==> config.mk <==
export PLATFORM = sky130hd
export DESIGN_NAME = leve_irf_wb
export DESIGN_NICKNAME = d
export VERILOG_FILES = /design/src/rtl/leve_irf_wb.sv
export SDC_FILE = /design/constraint.sdc
export NUM_CORES = 1
export LEC_CHECK = 0
export ABC_AREA = 1
export BUFFER_PORTS_ARGS = -buffer_cell sky130_fd_sc_hd__buf_2
export CAP_MARGIN = 20
export CORE_ASPECT_RATIO = 0.7
export CORE_MARGIN = 2
export CORE_UTILIZATION = 41
export DETAILED_ROUTE_END_ITERATION = 7
export HOLD_SLACK_MARGIN = 0.12
export PLACE_DENSITY_LB_ADDON = 0.1
export SYNTH_ARGS = -nofsm -noshare
export SYNTH_HDL_FRONTEND = slang
export SYNTH_SLANG_ARGS = --single-unit
==> constraint.sdc <==
create_clock -name CLK -period 11.2 [get_ports CLK]
set_input_delay 0.56 -clock CLK [delete_from_list [all_inputs] [get_ports CLK]]
set_output_delay 0.56 -clock CLK [all_outputs]
set_load 0.02 [all_outputs]
==> src/rtl/leve_irf_wb.sv <==
// Writeback arbiter for the integer register file: ALU > CSR > buffered LSU results,
// one registered write per cycle, plus a busy scoreboard for decode RAW stalls.
module leve_irf_wb #(
    parameter int XLEN      = 64,
    parameter int NUM_REG   = 32,
    parameter int LSU_DEPTH = 4
) (
    input  logic            CLK,
    input  logic            RST,
    input  logic            ALU_VALID,
    input  logic [4:0]      ALU_RD,
    input  logic [XLEN-1:0] ALU_D,
    input  logic            CSR_VALID,
    output logic            CSR_READY,
    input  logic [4:0]      CSR_RD,
    input  logic [XLEN-1:0] CSR_RDATA,
    input  logic            LSU_VALID,
    output logic            LSU_READY,
    input  logic [4:0]      LSU_RD,
    input  logic [XLEN-1:0] LSU_D,
    input  logic            ISSUE_VALID,
    input  logic [4:0]      ISSUE_RD,
    input  logic [4:0]      RS1,
    input  logic [4:0]      RS2,
    output logic            RS1_BUSY,
    output logic            RS2_BUSY,
    output logic            RD_WE,
    output logic [4:0]      RD,
    output logic [XLEN-1:0] RD_D,
    output logic            CSR_WE,
    output logic [XLEN-1:0] CSR_D
);

    localparam int PW = (LSU_DEPTH > 1) ? $clog2(LSU_DEPTH) : 1;
    localparam int CW = PW + 1;
    localparam logic [CW-1:0] FULL_CNT = CW'(LSU_DEPTH);

    // Handshake: a transfer happens on a rising edge where VALID && READY;
    // READY never depends on the same-cycle VALID of the same source.

    logic [XLEN-1:0]    fifo_d  [LSU_DEPTH];
    logic [4:0]         fifo_rd [LSU_DEPTH];
    logic [PW-1:0]      wr_ptr;
    logic [PW-1:0]      rd_ptr;
    logic [CW-1:0]      count;
    logic [NUM_REG-1:0] busy;
    logic [NUM_REG-1:0] busy_nxt;

    logic            csr_win;
    logic            pop;
    logic            push;
    logic            any_win;
    logic [4:0]      win_rd;
    logic [XLEN-1:0] win_d;

    always_comb begin
        CSR_READY = !RST && !ALU_VALID;
        LSU_READY = !RST && (count != FULL_CNT);
        csr_win   = CSR_VALID && CSR_READY;
        pop       = (count != '0) && !ALU_VALID && !csr_win;
        push      = LSU_VALID && LSU_READY;
        any_win   = ALU_VALID || csr_win || pop;

        win_rd = fifo_rd[rd_ptr];
        win_d  = fifo_d[rd_ptr];
        if (ALU_VALID) begin
            win_rd = ALU_RD;
            win_d  = ALU_D;
        end else if (csr_win) begin
            win_rd = CSR_RD;
            win_d  = CSR_RDATA;
        end

        // A new issue to the same rd outranks the retiring write.
        busy_nxt = busy;
        if (any_win) busy_nxt[win_rd] = 1'b0;
        if (ISSUE_VALID) busy_nxt[ISSUE_RD] = 1'b1;
        busy_nxt[0] = 1'b0;

        RS1_BUSY = busy[RS1];
        RS2_BUSY = busy[RS2];
    end

    always_ff @(posedge CLK) begin
        if (push) begin
            fifo_d[wr_ptr]  <= LSU_D;
            fifo_rd[wr_ptr] <= LSU_RD;
        end
    end

    always_ff @(posedge CLK) begin
        if (RST) begin
            wr_ptr <= '0;
            rd_ptr <= '0;
            count  <= '0;
            busy   <= '0;
            RD_WE  <= 1'b0;
            CSR_WE <= 1'b0;
            RD     <= '0;
            RD_D   <= '0;
            CSR_D  <= '0;
        end else begin
            busy <= busy_nxt;
            if (push) wr_ptr <= wr_ptr + PW'(1);
            if (pop)  rd_ptr <= rd_ptr + PW'(1);
            case ({push, pop})
                2'b10:   count <= count + CW'(1);
                2'b01:   count <= count - CW'(1);
                default: count <= count;
            endcase

            // x0 results are consumed but never written; outputs then hold like idle.
            if (any_win && (win_rd != 5'd0)) begin
                RD_WE <= 1'b1;
                RD    <= win_rd;
                if (csr_win) begin
                    CSR_WE <= 1'b1;
                    CSR_D  <= win_d;
                end else begin
                    CSR_WE <= 1'b0;
                    RD_D   <= win_d;
                end
            end else begin
                RD_WE  <= 1'b0;
                CSR_WE <= 1'b0;
            end
        end
    end

endmodule

After elaboration in Yosys (flattened, before gate mapping)
Memories as Yosys holds them, arrays and structs flattened. A register that Yosys moved wholly into a read port is not among the register bits.
Index checks and enable logic that the tools add are counted.
{ "word_totals": {"register_bits": 174, "ramBits": 276, "output_inout_bits": 139, "elab_cells": 73, "n_memories": 2} }
{ "classes": {"addsub": 4, "order_cmp": 6, "eq_ne": 3, "mux": 23, "bitwise_logic": 5, "reduce_logical": 20} }
{ "memory_table": {"columns": ["memory", "words", "word_bits", "rd", "rd_ports_with_merged_regs", "wr", "line_no", "rtl"], "rows": [
  ["fifo_d", 4, 64, 1, 1, 1, "41", "logic [XLEN-1:0] fifo_d [LSU_DEPTH];"],
  ["fifo_rd", 4, 5, 1, 1, 1, "42", "logic [4:0] fifo_rd [LSU_DEPTH];"]
]} }
{ "ops": {"columns": ["operator", "n"], "rows": [
  ["$mux W64", 2],
  ["$mux W32", 2],
  ["$and A32 B32 Y32", 1],
  ["$not A32 Y32", 1],
  ["$or A32 B32 Y32", 1],
  ["$lt A5 B6 Y1 const B", 4],
  ["$bmux W1 S5", 2],
  ["$demux W1 S5", 2],
  ["$ge A5 B1 Y1 const B", 2],
  ["$mux W5", 2],
  ["$logic_and A1 B1 Y1", 9],
  ["$mux W1", 8],
  ["$mux W2", 4],
  ["$pmux W3 S2", 1],
  ["$reduce_bool A5 Y1", 1],
  ["$add A2 B1 Y2 const B", 2],
  ["$reduce_and A2 Y1", 2],
  ["$add A3 B1 Y3 const B", 1],
  ["$logic_not A1 Y1", 3],
  ["$ne A3 B3 Y1 const B", 1],
  ["$reduce_bool A3 Y1", 1],
  ["$sub A3 B1 Y3 const B", 1],
  ["$eq A2 B1 Y1 const B", 1],
  ["$eq A2 B2 Y1 const B", 1],
  ["other kinds (4)", 6]
]} }

Longest topological paths before layout
Gate-level depths: netlist of run 1.
{ "depth": {"word_depth": 14, "mapped_depth": 16, "mapped_depth_nobuf": 13} }

Worst setup path after synthesis of run 1
No wires, ideal clock.
{ "synth_timing": {"path_kind": "input to register", "from": "in RST", "to": "mem fifo_d[0][0], enable pin", "setup_ns": 0.497, "t_arrival_ns": 4.208, "setup_slack_ns": 6.496, "stages": 3, "path_cell_list": "a31oi_1 > nand2_1 > nor2_1"} }
{ "synth_between": {"elab_chain_cells": 5} }
{ "synth_rtl": {"columns": ["element", "line_no", "rtl"], "rows": [
  ["start: declaration", "9", "input logic RST,"],
  ["$logic_not A1 Y1", "58", "LSU_READY = !RST && (count != FULL_CNT);"],
  ["$logic_and A1 B1 Y1", "58", null],
  ["$logic_and A1 B1 Y1", "61", "push = LSU_VALID && LSU_READY;"],
  ["$mux W1", "85", "if (push) begin"],
  ["$mux W1 (implied by the code)", "86", "fifo_d[wr_ptr] <= LSU_D;"],
  ["end: declaration", "41", null]
]} }
No other way between the ends.

==> results of run 1 <==
==> critical path, cell delays in order, from the launching register on <==
cell and delay (ps):
dfxtp_4 890, inv_4 440, nand2_1 150, nand3_1 80, nand2_1 100, nand2_1 50
nand2_1 100, nand2_2 100, nor2_2 210, nand3_4 160, nand3_4 520, buf_4 730
nand2_1 110, nand2_1 90, nor2_1 50
==> registers in the layout (all words and copies together) (netlist names), named ones only <==
| signal | flops |
|---|---|
| CSR_WE | 1 |
| RD_WE | 1 |
| rd_ptr | 2 |
| count | 3 |
| fifo_rd | 20 |
| busy | 31 |
| fifo_d | 256 |
| CSR_D | 64 |
| wr_ptr | 2 |
| RD | 5 |
| RD_D | 64 |
==> through the flow <==
| step | hold slack [ps] | setup WS, ps | utilization [%] |
|---|---|---|---|
| finish | 203.4 | 7190 | 49.81 |
| global route | 191.8 | 6718 | 49.78 |
| floorplan | 436.6 | 6496 | - |
| CTS | 164.8 | 7132 | 49.76 |
| detailed placement | 458.5 | 6686 | 46.30 |
| global placement | 446.1 | 6634 | 46.30 |
==> cells by family (layout without fill, tap and decap cells) <==
| family | Yosys count | in the layout | share of synthesized area (%) |
|---|---|---|---|
| other | 0 | 8 | 0 |
| AO/OA/AOI/OAI | 463 | 463 | 12.50 |
| flip-flops | 451 | 451 | 60.23 |
| adder cells (fa/ha/maj) | 6 | 6 | 0.4218 |
| AND/OR/NAND/NOR | 951 | 951 | 18.80 |
| buffers and inverters | 361 | 706 | 8.053 |
==> per-layer routing <==
metal | share of wire, % | vias up
li1 | - | 7927
met1 | 45 | 7440
met2 | 47 | 482
met3 | 6.4 | 91
met4 | 2.0 | 10
met5 | 0.12 | -
==> cell usage in the layout (no fill, tap or decap), drive strengths merged <==
cell      count
a21oi       111
a31oi         4
buf         384
bufinv        6
clkbuf       61
clkinv       38
clkinvlp      4
dfxtp       175
diode         8
edfxtp      276
fa            1
ha            5
inv         213
nand2       478
nand3        29
nand3b        2
nor2        429
nor3         11
o211ai        4
o21ai       269
o221ai        8
o22ai        67
or2           2
==> cell type report <==
class                      instances  area (sq um)  share of cell area, %
antenna                            8         20.02                0.08584
clock buffer                      61          1311                  5.622
clock inverter                    25         307.8                  1.320
inverter                         236         893.4                  3.830
multi-input combinational       1420          6261                  26.85
sequential                       451         11800                  50.58
tap                              612         765.7                  3.283
timing repair buffer             384          1967                  8.433
==> report_power, final <==
group	total, mW	switching [mW]	leakage [nW]	internal [mW]
sequential	1.95	0.0710	3.95	1.88
clock	1.63	0.663	0.791	0.970
combinational	0.893	0.623	5.44	0.270
==> how the worst max path moves through the flow <==
stage	from	to	slack (ps)	cells past startpoint
3_3_place_gp	RST	count[2]	6630	15
6_report	register	RD_D[49]	7190	14
4_1_cts	register	RD_D[61]	7130	14
3_5_place_dp	RST	count[2]	6690	15
5_1_grt	register	RD_D[58]	6720	14
2_1_floorplan	RST	fifo_d[0][0]	6500	3
==> results.py, run 1 <==
metrics = {
    "logic_synthesis": {
        "synth.net_count": 2466,
        "yosysTopAreaCellShare_pct": 42.34,
        "yosysWarnings": 0,
        "synthTopCellsByArea": "edfxtp_1, dfxtp_1, nand2_1, nor2_1, o21ai_0",
        "synthCells": 2232,
        "synth.distinct_cells": 32,
        "syn_area_per_cell_sq_um": 8.771,
        "synthArstFlopShare_pct": 0,
        "yosys-top-cells-count": "nand2_1, nor2_1, edfxtp_1",
        "syn-cell-area_sq_um": 19580,
        "synth_seq_area_share_pct": 60.23,
        "synth_ff_type": "edfxtp_1",
        "synth_edf_count": 276,
        "synth_seq_cells": 451,
        "yosys.area.top_type": "edfxtp_1",
        "synth_most_common_cell": "nand2_1",
    },
    "clocking": {
        "hold_buffers": 0,
        "htreeDepth": 2,
        "clk_pin_slew_ps": 60,
        "clk_latency_ps": 560,
        "post_cts_buffers": 0,
        "numCtsBuffers": 46,
        "cts.sinks": 451,
        "cts_resized": 0,
        "cts_tree": "built",
        "root_buffer": "clkbuf_16",
        "clock_path_buffers": 3,
    },
    "drt": {
        "drt-pass1-iter-count": 8,
        "vias": 15950,
        "vias_per_cell": 4.989,
        "drt_iter0_drc": 1229,
        "wirelength_um": 57320,
        "wl_per_cell_um": 17.93,
        "route.detailed.drc": 0,
        "drtAntennaViolNets": 0,
    },
    "setup_path": {
        "r2r_cells": 14,
        "end_kind": "register",
        "r2r_end": "RD_D[49]",
        "rrSetupSlack_ps": 7190,
        "cp-start-kind": "register",
        "cp.arrival_ps": 4470,
        "worstPathRequired_ps": 11660,
        "critPathKind": "register to register",
        "critPathMaxFanout": 80,
    },
    "global_routing": {
        "grt-ovfl-total": 0,
        "grt_pass1_vias": 15560,
        "met2_usage_pct": 37.67,
        "grt_util_all_layers_pct": 22.96,
        "grt.busiest_layer": "met2",
        "grtUsageMet3_pct": 4.555,
        "antenna_found_initial": 12,
        "grt_max_degree": 85,
        "met1_usage_pct": 31.25,
        "grt_first_pass_wirelength_um": 89090,
    },
    "layout": {
        "fin_area_sq_um": 23320,
        "post_layout_nonfiller_instances": 3197,
        "drive_gt1_share_pct": 19.05,
        "area_growth_pct": 19.14,
        "final_nets": 2773,
        "n_fill_cell": 4485,
    },
    "pwr": {
        "power_mw": 4.476,
        "leakagePower_nw": 10.17,
        "power_density_nw_per_um2": 191.9,
        "ir_drop_v": 0.0001079,
    },
    "die": {
        "std_cell_rows": 66,
        "coreArea_sq_um": 46820,
        "die-area_sq_um": 49540,
        "initial_core_util_pct": 41.81,
        "boundaryPins": 367,
        "die_height_um": 186.8,
        "die_w_um": 265.2,
    },
    "timing": {
        "slew_viol_final": 0,
        "tightest_slew_ps": 992.9,
        "relSlewSlack_pct": 33.80,
        "fin_tns_setup_ps": 0,
        "finClkSkew_ps": 16.56,
        "rsz0062_at_grt": "false",
        "setup_violations": 0,
        "hold_violations": 0,
        "max_freq_ghz": 0.2494,
        "period_needed_ps": 4010,
        "fin_crit_sh_pct": 35.80,
    },
    "placement": {
        "place_inst": 3102,
        "dpl_cell_area_sq_um": 21680,
        "port_buffers": 366,
        "gp_congestion": 0.9212,
        "place_hpwl_um": 37040,
    },
    "min_path": {
        "hold_path_depth": 1,
        "worst_hold_path_type": "input port to register",
        "min_to": "fifo_d[2][18]",
        "worstHoldStart": "LSU_D[18]",
    },
    "flow_run": {
        "drv_cap": 0,
    },
    "run_status": {
        "outcome": "completed",
    },
}
(Power assumes the default switching activity.)
==> run 2, diff against run 1 <==
- clock period: 11.2 -> 3.5 ns (I/O delays scaled with it)
==> run 2 against run 1 <==
Effect of this change: design area increased by 8.5%; clock power rose to 3.1 times the previous value; sequential cell count is the same; global-route usage increased by 0.61 points; non-clock buffer count up 206; fmax increased by 27%; clock skew fell by 0.84 ps; first-iteration DRC count rose by 0.90%; clock-buffer cell count fell by 2; largest cell class unchanged; critical path depth is 3 lower; final cell count rose by 6.3%.
==> results.py, run 2 (same netlist as run 1, synthesis figures left out) <==
metrics = {
    "global_routing": {
        "antenna_found_initial": 5,
        "grt-ovfl-total": 0,
        "grt_first_pass_wirelength_um": 92670,
        "grt_pass1_vias": 16690,
        "grt_util_all_layers_pct": 23.57,
        "grt_max_degree": 110,
    },
    "drt": {
        "vias_per_cell": 4.948,
        "drt_iter0_drc": 1240,
        "drt-pass1-iter-count": 5,
        "drtAntennaViolNets": 0,
        "wirelength_um": 59100,
        "route.detailed.drc": 0,
        "vias": 16810,
        "wl_per_cell_um": 17.39,
    },
    "timing": {
        "fin_crit_sh_pct": 90.12,
        "rsz0062_at_grt": "false",
        "max_freq_ghz": 0.3170,
        "relSlewSlack_pct": 32.81,
        "slew_viol_final": 0,
        "setup_violations": 0,
        "period_needed_ps": 3154,
        "hold_violations": 0,
        "finClkSkew_ps": 15.71,
        "tightest_slew_ps": 1008,
    },
    "layout": {
        "layout_commonest_cell": "nand2_1",
        "regMostFlops": "fifo_d",
        "layout_common_cells": "nand2_1, nor2_1, buf_2",
        "final_nets": 2979,
        "largest_register_ffs": 256,
        "drive_gt1_share_pct": 17.69,
        "final_util_pct": 54.04,
        "area_growth_pct": 29.25,
        "n_fill_cell": 4271,
        "reg_top3": "fifo_d: 256 flops, CSR_D: 64 flops, RD_D: 64 flops",
    },
    "die": {
        "boundaryPins": 367,
        "die_height_um": 186.8,
        "std_cell_rows": 66,
        "die_w_um": 265.2,
        "initial_core_util_pct": 41.81,
        "die-area_sq_um": 49540,
        "coreArea_sq_um": 46820,
    },
    "setup_path": {
        "end_kind": "register",
        "cp.arrival_ps": 3650,
        "cp-start-kind": "register",
        "worstPathRequired_ps": 4000,
        "critPathKind": "register to register",
        "critPathMaxFanout": 90,
    },
    "pwr": {
        "power_density_nw_per_um2": 570.8,
        "ir_drop_v": 0.0003737,
        "leakagePower_nw": 11.03,
        "power_mw": 14.44,
    },
    "placement": {
        "place_hpwl_um": 37440,
        "port_buffers": 366,
        "gp_congestion": 0.8869,
    },
    "clocking": {
        "clk_pin_slew_ps": 60,
        "clock_path_buffers": 3,
        "htreeDepth": 2,
        "root_buffer": "clkbuf_16",
        "numCtsBuffers": 46,
        "clk_latency_ps": 560,
        "cts_tree": "built",
        "post_cts_buffers": 0,
        "cts.sinks": 451,
    },
    "run_status": {
        "outcome": "completed",
    },
    "min_path": {
        "worst_hold_path_type": "input port to register",
    },
    "flow_run": {
        "drv_cap": 0,
    },
}
==> run 2: changes by cell type in the layout (fill, tap and decap cells not counted), moves of 3 or more <==
| cell | previous run | this run |
|---|---|---|
| buf_12 | 0 | 3 |
| buf_4 | 18 | 27 |
| clkinv_1 | 27 | 35 |
| clkinv_2 | 10 | 6 |
| diode_2 | 8 | 4 |
| dlygate4sd3_1 | 0 | 194 |
==> run 2: through the flow <==
stage	setup slack (ps)	TNS (ps)	hold WS, ps	cells	area (sq um)
2_1_floorplan	-1077	-297300	273.9	2232	19580
3_3_place_gp	832.5	0	391.0	3114	21810
3_5_place_dp	758.6	0	389.9	3114	21810
4_1_cts	324.6	0	121.2	3393	25290
5_1_grt	84.00	0	170.6	3397	25300
6_report	345.7	0	140.3	3398	25300
==> run 2: area by class of cell <==
type	instances	area (sq um)	area share (%)
Tap cell	612	765.7	3.026
Clock inverter	26	297.8	1.177
Antenna cell	4	10.01	0.03956
Clock buffer	59	1241	4.906
Timing Repair Buffer	590	4036	15.95
Multi-Input combinational cell	1420	6261	24.75
Inverter	236	893.4	3.531
Sequential cell	451	11800	46.62
==> run 2: where the power goes <==
part | internal, mW | switching [mW]
Clock | 2.96 | 2.07
Sequential | 6.01 | 0.168
Combinational | 1.10 | 2.14
Total | 10.1 | 4.38
==> run 2: path summary, 6_finish.rpt <==
kind                       from         to  slack, ps  cells past startpoint
hold / removal    CSR_RDATA[63]   RD_D[63]        140                      7
hold reg to reg       rd_ptr[1]   register        460                      2
setup reg to reg       register  CSR_D[14]        350                     11
setup / recovery       register  CSR_D[14]        350                     11
==> run 2: layer usage <==
layer / global-route usage (%) / routed length (um)
met1: 32.34 / 26970
met2: 39.13 / 27720
met3: 3.357 / 3103
met4: 6.541 / 1305
met5: 0 / 11
==> run 2: worst max-delay path, stage by stage, from the launching register on <==
cell	delay [ps]
dfxtp_4	360
inv_4	380
buf_4	830
o21ai_0	210
o22ai_1	180
nand2_1	130
nand2_1	80
o21ai_0	70
dlygate4sd3_1	570
inv_1	90
nor2_1	60
nor2_1	120
==> run 2: repair_timing <==
action,in CTS,in global routing
hold buffers,194,0
gates resized for setup,0,0
endpoints found under the hold margin,441,0
